File: config.mk
export PLATFORM = sky130hd
export DESIGN_NAME = strobe_gen_multi
export DESIGN_NICKNAME = d
export VERILOG_FILES = /design/src/rtl/strobe_gen_multi.sv
export SDC_FILE = /design/constraint.sdc
export NUM_CORES = 1
export LEC_CHECK = 0
export ABC_AREA = 0
export BUFFER_PORTS_ARGS = -buffer_cell sky130_fd_sc_hd__buf_2
export CAP_MARGIN = 20
export CORE_MARGIN = 2
export CORE_UTILIZATION = 59
export CTS_CLUSTER_DIAMETER = 30
export DETAILED_ROUTE_END_ITERATION = 6
export PLACE_DENSITY = 0.92
export SLEW_MARGIN = 5
export SYNTH_ARGS = -nofsm -noshare
export SYNTH_HDL_FRONTEND = slang
export SYNTH_SLANG_ARGS = --single-unit
File: constraint.sdc
create_clock -name clock -period 3.2 [get_ports clock]
set_input_delay 0.32 -clock clock [delete_from_list [all_inputs] [get_ports clock]]
set_output_delay 0.32 -clock clock [all_outputs]
set_load 0.01 [all_outputs]
File: src/rtl/strobe_gen_multi.sv
// Multi-channel strobe divider: each channel divides the shared strobe_in by (rate+1),
// starting from a per-channel phase, with an optional fixed-length burst mode and a global resync.
module strobe_gen_multi #(
    parameter int NCHAN  = 2,
    parameter int WIDTH  = 16,
    parameter int BWIDTH = 16
) (
    input  logic                   clock,
    input  logic                   reset_n,
    input  logic [NCHAN-1:0]       enable,
    input  logic [NCHAN-1:0]       mode,
    input  logic [NCHAN*WIDTH-1:0] rate,
    input  logic [NCHAN*WIDTH-1:0] phase,
    input  logic [BWIDTH-1:0]      burst_len,
    input  logic                   strobe_in,
    input  logic                   sync,
    output logic [NCHAN-1:0]       strobe,
    output logic [NCHAN-1:0]       done,
    output logic [NCHAN-1:0]       active
);

    typedef enum logic [1:0] {
        S_IDLE = 2'd0,
        S_RUN  = 2'd1,
        S_DONE = 2'd2
    } state_e;

    for (genvar c = 0; c < NCHAN; c++) begin : g_chan
        state_e              state_q, state_d;
        logic [WIDTH-1:0]    cnt_q, cnt_d;
        logic [BWIDTH-1:0]   bcnt_q, bcnt_d;
        logic [BWIDTH-1:0]   blen_q, blen_d;
        logic                mode_q, mode_d;
        logic [WIDTH-1:0]    rate_c, phase_c;
        state_e              arm_state;

        assign rate_c    = rate[c*WIDTH +: WIDTH];
        assign phase_c   = phase[c*WIDTH +: WIDTH];
        // A burst of zero length completes the moment it is armed.
        assign arm_state = (mode[c] && (burst_len == '0)) ? S_DONE : S_RUN;

        always_comb begin
            // NOTE: every next-state value is defaulted to hold first so no path infers a latch.
            state_d = state_q;
            cnt_d   = cnt_q;
            bcnt_d  = bcnt_q;
            mode_d  = mode_q;
            blen_d  = blen_q;
            if (state_q == S_IDLE) begin
                cnt_d  = phase_c;
                bcnt_d = '0;
                mode_d = mode[c];
                blen_d = burst_len;
                if (enable[c]) begin
                    state_d = arm_state;
                end
            end else if (!enable[c]) begin
                state_d = S_IDLE;
            end else if (sync) begin
                cnt_d   = phase_c;
                bcnt_d  = '0;
                mode_d  = mode[c];
                blen_d  = burst_len;
                state_d = arm_state;
            end else if ((state_q == S_RUN) && strobe_in) begin
                if (cnt_q != '0) begin
                    cnt_d = cnt_q - 1'b1;
                end else begin
                    // Rate is only sampled at wrap so a change never shortens a running period.
                    cnt_d = rate_c;
                    if (mode_q) begin
                        bcnt_d = bcnt_q + 1'b1;
                        if (bcnt_d == blen_q) begin
                            state_d = S_DONE;
                        end
                    end
                end
            end
        end

        // NOTE: state registers use non-blocking assignments and reset asynchronously to IDLE.
        always_ff @(posedge clock or negedge reset_n) begin
            if (!reset_n) begin
                state_q <= S_IDLE;
                cnt_q   <= '0;
                bcnt_q  <= '0;
                mode_q  <= 1'b0;
                blen_q  <= '0;
            end else begin
                state_q <= state_d;
                cnt_q   <= cnt_d;
                bcnt_q  <= bcnt_d;
                mode_q  <= mode_d;
                blen_q  <= blen_d;
            end
        end

        assign strobe[c] = (state_q == S_RUN) && strobe_in && (cnt_q == '0) && !sync;
        assign done[c]   = (state_q == S_DONE);
        assign active[c] = (state_q == S_RUN);
    end

endmodule

==> summary.txt, run 1 <==
Synth
  • Mean Syn Cell Area: ~8.6 sq um
  • Net Count, Synth: roughly 900
  • Largest cells by area after synthesis: dfrtp_1, mux2_2, o21ai_0
  • XOR/XNOR Fraction of Synth Area: 7.80%
  • FFs w/ async S/R, synth: 100%
  • Largest family of logic cells by synthesized area: simple AND/OR/NAND/NOR gates
  • Post-synthesis adder-cell area fraction: 1.11%
  • Post-Synth Simple-Gate Area: 22.2%
  • Cell area after synthesis: approximately 6700 sq um
  • Synthesized instance count: 783
  • Yosys top cell area share: 37.9%
  • Seq/Total Area, Yosys: 37.9%
  • YS warnings: 0
  • FF+latch count, synth: 102
  • Post-synth cell types: 67
  • Synth Area in Compound Gates: 20.3%
  • Most frequently used flop master after synthesis: dfrtp_1
  • EDFF count, synth: 0
  • Mux cell area share after synthesis: 6.78%
  • Yosys top cell by area: dfrtp_1

Critical path
  • Kind of critical path: flip-flop to output pin
  • Crit path launch: g_chan[1].cnt_q[3]
  • Crit. End Element: output pin
  • CP endpoint: strobe[1]
  • FF-to-FF End: g_chan[0].state_q[0]
  • CP Max Fanout: 8
  • WP data arrival: 2.73 ns
  • Flop-to-flop setup slack: about 0.45 ns
  • Reg2reg start: g_chan[0].bcnt_q[0]
  • R2R depth: 8
  • CP startpoint kind: flip-flop
  • WP data required: between 2 and 3 ns

CTS
  • Post-CTS setup buffers: 0
  • Clk Latency, worst-skew pair: around 0.35 ns
  • CTS Hold Bufs: 0
  • Clk slew on worst S/H paths: 0.07 ns
  • Clock sink count: 102
  • CTS tree: yes
  • H-tree levels: 3
  • CTS Buf Count: 9
  • PostCTS Resize Cnt: 0
  • Clk buf depth: 2
  • Clock root cell: clkbuf_16

Layout
  • Nets@finish: 956
  • Non-filler cells, final: 1010
  • Post-route cell area: 7630 sq um
  • Most frequent cells in the layout: dfrtp_1, buf_2, nand2_1
  • Layout area overhead: 13.3%
  • Proportion of layout cells with a drive suffix above 1: 20.9%
  • Commonest non-fill, non-tap cell in the layout: dfrtp_1
  • N_diodes: 0

GRT
  • Largest net degree at the start of global routing: 50
  • Gr usage total: 29.0%
  • GR Overflow Total: 0
  • Initial antenna violation count: 0
  • First-pass GRT wire length: 29.5 mm
  • Number of global-route vias before repair: 5950

Routing
  • Routed length per instance: around 17 microns
  • Via-to-Cell Ratio: 6.41
  • DRT antenna net count: 0
  • Final WL: 17.6 mm
  • Routed wl met2: 8.41 mm
  • DRC viols: 0
  • WL met3: about 1.5 mm
  • Met1 Wirelength: 7.33 mm
  • Routed via count: 6470
  • Drt initial violations: just under 800
  • First-pass iteration count of the detailed router: 6
  • Top sig layer: met4

Timing
  • Slew Viols, Final: 0
  • Final Cycle Share: a little over nine tenths
  • Final worst setup slack: 0.148 ns
  • Fin crit period: 3.05 ns
  • Clock Skew: 0.00914 ns
  • Min Hold Slack: -0.0244 ns
  • Total Neg Setup Slack: 0 ns
  • RSZ-0062 raised after global routing: no
  • Worst slew pin tran: ~0.76 ns
  • Final hold violations: 16
  • Rel. slew slack: 49.4%
  • Final setup vio count: 0
  • Fmax: approximately 0.33 GHz

Floorplan
  • Die H: 111 microns
  • Die width: 111 microns
  • Die area: 12300 sq um
  • Initial Util: 59.8%
  • Core Region: ~11000 sq um
  • FP Rows: 39
  • Top Ports: 94

Power
  • Worst VDD drop: ~0.47 mV
  • LEAKAGE: 3.12 nW
  • Power density of the placed cells: 446 nW/um^2

Placement
  • Placed insts: 994
  • Post-DP HPWL: 12.6 mm
  • Number of port buffers: 93
  • GPL Wtd Cong: 0.953
  • Placed inst area: 7320 sq um
  • Dpl ws: 0.524 ns

Run status
  • Status: complete, but fails checks
  • Violations in the final reports: hold timing

Flow run
  • # Max-Cap Violations: 0

Worst hold path
  • Worst min path class: input port to asynchronous set/reset pin
==> final cells by class <==
type                       instances  area (sq um)
multi-input combinational        626          3930
fill                             889          3640
sequential                       102          2550
timing repair buffer             113           631
clock buffer                       9           225
tap                              143           179
clock inverter                     7          82.6
inverter                          10          37.5
==> logic make-up (layout without fill, tap and decap cells) <==
logic type                 after synthesis  count (layout)
xor gates and xnor gates                60              60
DFF                                    102             102
muxes                                   41              41
AOI/OAI and AO/OA                      227             227
adders and majority gates                6               6
buffers and inverters                   55             139
and+or+nand+nor                        292             292
==> power by group <==
group | internal, mW | leakage, nW | switching, mW
combinational | 0.325 | 1.70 | 0.364
sequential | 1.42 | 1.27 | 0.160
clock | 0.618 | 0.144 | 0.519
==> routing by layer <==
layer  vias to the layer above  GRT usage [%]
met3                        50           5.36
met4                         0           7.75
met2                       321           47.3
met5                         -              0
met1                      3067           40.3
li1                       3032              -
==> worst min-delay path by stage <==
| stage | to | cells past startpoint | slack [ns] | from |
|---|---|---|---|---|
| global route | g_chan[0].bcnt_q[15] | 1 | 0.03 | reset_n |
| floorplan | g_chan[0].bcnt_q[0] | 0 | 0.02 | reset_n |
| CTS | g_chan[0].bcnt_q[15] | 1 | 0.0006 | reset_n |
| finish | g_chan[0].bcnt_q[15] | 1 | -0.02 | reset_n |
| global placement | g_chan[0].bcnt_q[1] | 1 | 0.38 | reset_n |
| detailed placement | g_chan[0].bcnt_q[3] | 1 | 0.38 | reset_n |
==> sequential cells by signal, indices dropped and copies added, names as in the netlist <==
| register | cells |
|---|---|
| g_chan.bcnt_q | 32 |
| g_chan.cnt_q | 32 |
| g_chan.blen_q | 32 |
| g_chan.state_q | 4 |
| g_chan.mode_q | 2 |
==> per-stage QoR <==
stage               total power, mW  hold slack (ns)  utilization [%]
CTS                            3.41         0.000588             67.7
detailed placement             2.28            0.376             65.0
global route                   3.57           0.0288             67.7
finish                         3.40          -0.0244             67.7
floorplan                      2.03           0.0244                -
global placement               2.24            0.383             65.0
==> worst max-delay path, cell delays in order (launching register included) <==
cell and delay [ns]:
dfrtp_1 0.42, or4_4 0.59, or4b_2 0.71, nor3_4 0.30
and3_1 0.23, buf_2 0.13
==> synthesized netlist by cell type, drive strengths merged, types with 4 or more instances <==
cell,n
dfrtp,102
nand2,82
o21ai,81
nor2,65
a21oi,63
mux2,37
xnor2,36
clkbuf,34
nand3,27
nor3,25
xor2,24
nand4,21
a211oi,18
nor4,15
o31ai,14
and3,13
a31oi,10
buf,10
inv,10
nor2b,9
or3,8
o211ai,7
ha,6
or4,6
mux2i,4
nand2b,4
Note: power is estimated with default switching activity, not from simulation.
==> inputs of run 2 (changes only) <==
- CORE_UTILIZATION: 59 -> 30
- CTS_CLUSTER_SIZE: default -> 30
- PLACE_DENSITY: 0.92 -> 0.57
- RECOVER_POWER: default -> 100
==> run 2 against run 1 <==
Compared with the run above:
- the run now ends clean
- clock power hardly changed
- sequential power hardly changed
- first-iteration DRC count is 39% lower
- hold slack better by 0.26 ns
- die area is 93% higher
- combinational power is 2% lower
- critical path depth stayed put
- sequential share of layout area is 0.57 points lower
- fmax is 3.1% higher
- register-to-register slack hardly changed
- critical endpoint unchanged
- largest power group unchanged
- highest routed layer unchanged
==> summary.txt, run 2 (same netlist as run 1, synthesis figures left out) <==
Run status
  • Status: finished clean

Power
  • Flop pwr share: 46.1% (-0.3 points)
  • Clock Power Share: 34.1% (+0.7 points)
  • Combinational power share: 19.8% (-0.5 points)
  • Worst VDD drop: 0.255 mV (-46%)
  • Net Sw Frac: 30.9% (+0.27 points)
  • Int Power: 2.36 mW (-0.12%)
  • Power density of the placed cells: 440 nW/um^2 (-1.4%)
  • P_sw: 1.05 mW (+1.1%)
  • LEAKAGE: 3.08 nW (-1.2%)

Layout
  • Post-layout util: 35.4% (-32 points)
  • Biggest regs: g_chan.bcnt_q: 32 flops, g_chan.blen_q: 32 flops, g_chan.cnt_q: 32 flops
  • Commonest non-fill, non-tap cell in the layout: dfrtp_1
  • Nets@finish: 958 (+0.21%)
  • Layout area overhead: 15.2%
  • N_diodes: 0 (unchanged)
  • Most frequent cells in the layout: dfrtp_1, buf_2, nand2_1
  • Proportion of layout cells with a drive suffix above 1: 19.3% (-1.5 points)

Critical path
  • CP top delay family: simple AND/OR/NAND/NOR gates
  • CP Max Fanout: 5 (-3)
  • CP bufs+invs: 1 (unchanged)
  • Crit. End Element: output pin
  • WP data arrival: 2.64 ns (-0.09 ns)
  • CP max-delay cell: or4b_2
  • CP Cell Sequence: or4_1, or4b_2, nor3_4, and3_1, clkbuf_1
  • Kind of critical path: flip-flop to output pin
  • WP data required: 2.88 ns (about the same)
  • CP startpoint kind: flip-flop
  • Largest stage delay on the critical path: 0.72 ns (about the same)

Floorplan
  • Die width: 154 microns (+39%)
  • Initial Util: 30.7% (-29 points)
  • Core Region: 22000 sq um (+95%)
  • Die area: 23700 sq um (+93%)
  • Die H: 154 microns (+39%)
  • Top Ports: 94 (unchanged)
  • FP Rows: 54 (+38%)

Timing
  • Slew Viols, Final: 0 (unchanged)
  • Worst slew pin tran: 1.25 ns (+0.487 ns)
  • Final setup vio count: 0 (unchanged)
  • Final Cycle Share: 92.5% (-2.9 points)
  • Final hold violations: 0 (-16)
  • Rel. slew slack: 17.0% (-32 points)
  • Min Hold Slack: 0.235 ns (+0.259 ns)
  • Fin crit period: 2.96 ns (-0.0929 ns)
  • Clock Skew: 0.00713 ns (-0.00201 ns)
  • RSZ-0062 raised after global routing: no
  • Total Neg Setup Slack: 0 ns (unchanged)
  • Fmax: 0.338 GHz (+3.1%)

GRT
  • Initial antenna violation count: 0 (unchanged)
  • Gr usage total: 16.4% (-13 points)
  • Largest net degree at the start of global routing: 83 (+66%)
  • GR Overflow Total: 0 (unchanged)
  • Number of global-route vias before repair: 5811 (-2.3%)
  • First-pass GRT wire length: 31.0 mm (+5.2%)

CTS
  • CTS Hold Bufs: 1 (+1)
  • Clock root cell: clkbuf_16
  • PostCTS Resize Cnt: 0 (unchanged)
  • Clock sink count: 102 (unchanged)
  • Clk buf depth: 2 (unchanged)
  • Post-CTS setup buffers: 0 (unchanged)
  • H-tree levels: 3 (unchanged)
  • CTS tree: yes
  • Clk Latency, worst-skew pair: 0.36 ns (about the same)
  • CTS Buf Count: 9 (unchanged)
  • Clk slew on worst S/H paths: 0.07 ns (about the same)

Routing
  • First-pass iteration count of the detailed router: 5 (-1)
  • DRC viols: 0 (unchanged)
  • Routed via count: 6046 (-6.6%)
  • Final WL: 19.0 mm (+8.2%)
  • Routed length per instance: 16.6 microns (-4.9%)
  • DRT antenna net count: 0 (unchanged)
  • Via-to-Cell Ratio: 5.26 (-18%)
  • Drt initial violations: 479 (-39%)

Flow run
  • # Max-Cap Violations: 0 (unchanged)

Placement
  • Number of port buffers: 93 (unchanged)
  • Post-DP HPWL: 14.0 mm (+11%)
  • GPL Wtd Cong: 0.839 (-12%)

Worst hold path
  • Worst min path class: input port to flip-flop
run 2: power by group through the flow:
stage	Sequential [mW]	Combinational (mW)	Clock (mW)
2_1_floorplan	1.55	0.476	0
3_3_place_gp	1.60	0.682	0
3_5_place_dp	1.60	0.687	0
4_1_cts	1.58	0.694	1.20
5_1_grt	1.60	0.761	1.25
6_report	1.57	0.676	1.16
run 2: path summary, 6_finish.rpt:
path                                       from  slack, ns  cells after the start              endpoint
max                          g_chan[1].cnt_q[3]       0.24                      5             strobe[1]
min                                     mode[0]       0.23                      2      g_chan[0].mode_q
max reg2reg                  g_chan[1].cnt_q[3]       0.45                      7  g_chan[1].bcnt_q[15]
min reg2reg                g_chan[0].bcnt_q[15]       0.51                      1  g_chan[0].bcnt_q[15]
max in group asynchronous               reset_n       0.57                      3   g_chan[0].blen_q[3]
min in group asynchronous               reset_n       0.75                      2    g_chan[1].cnt_q[9]
run 2: area by class of cell:
class                           count  area [sq um]
Fill cell                        2299         14200
Multi-Input combinational cell    626          3920
Sequential cell                   102          2550
Timing Repair Buffer              115           601
Tap cell                          280           350
Clock buffer                       10           229
Clock inverter                      6          76.3
Inverter                           10          37.5
run 2: per-stage QoR:
step | worst slack (ns) | power (mW) | area (sq um) | std cells
global route | 0.106 | 3.61 | 7760 | 1149
detailed placement | 0.511 | 2.29 | 7510 | 1132
floorplan | 0.767 | 2.03 | 6740 | 783
CTS | 0.266 | 3.47 | 7820 | 1149
finish | 0.241 | 3.41 | 7760 | 1149
global placement | 0.653 | 2.28 | 7510 | 1132
run 2: per-layer routing:
layer,routed length (microns),vias to the layer above,GRT usage (%)
li1,-,3055,-
met5,0,-,0
met3,808,13,3.35
met4,231,0,3.34
met2,9160,138,27.8
met1,8830,2840,21.6
run 2: worst register-to-register path: stages (launching register included):
cell,delay [ns]
dfrtp_1,0.42
or4_1,0.61
nor4b_1,0.51
and3_1,0.53
clkbuf_1,0.21
a31oi_1,0.10
o21ai_0,0.15
o21ai_0,0.09
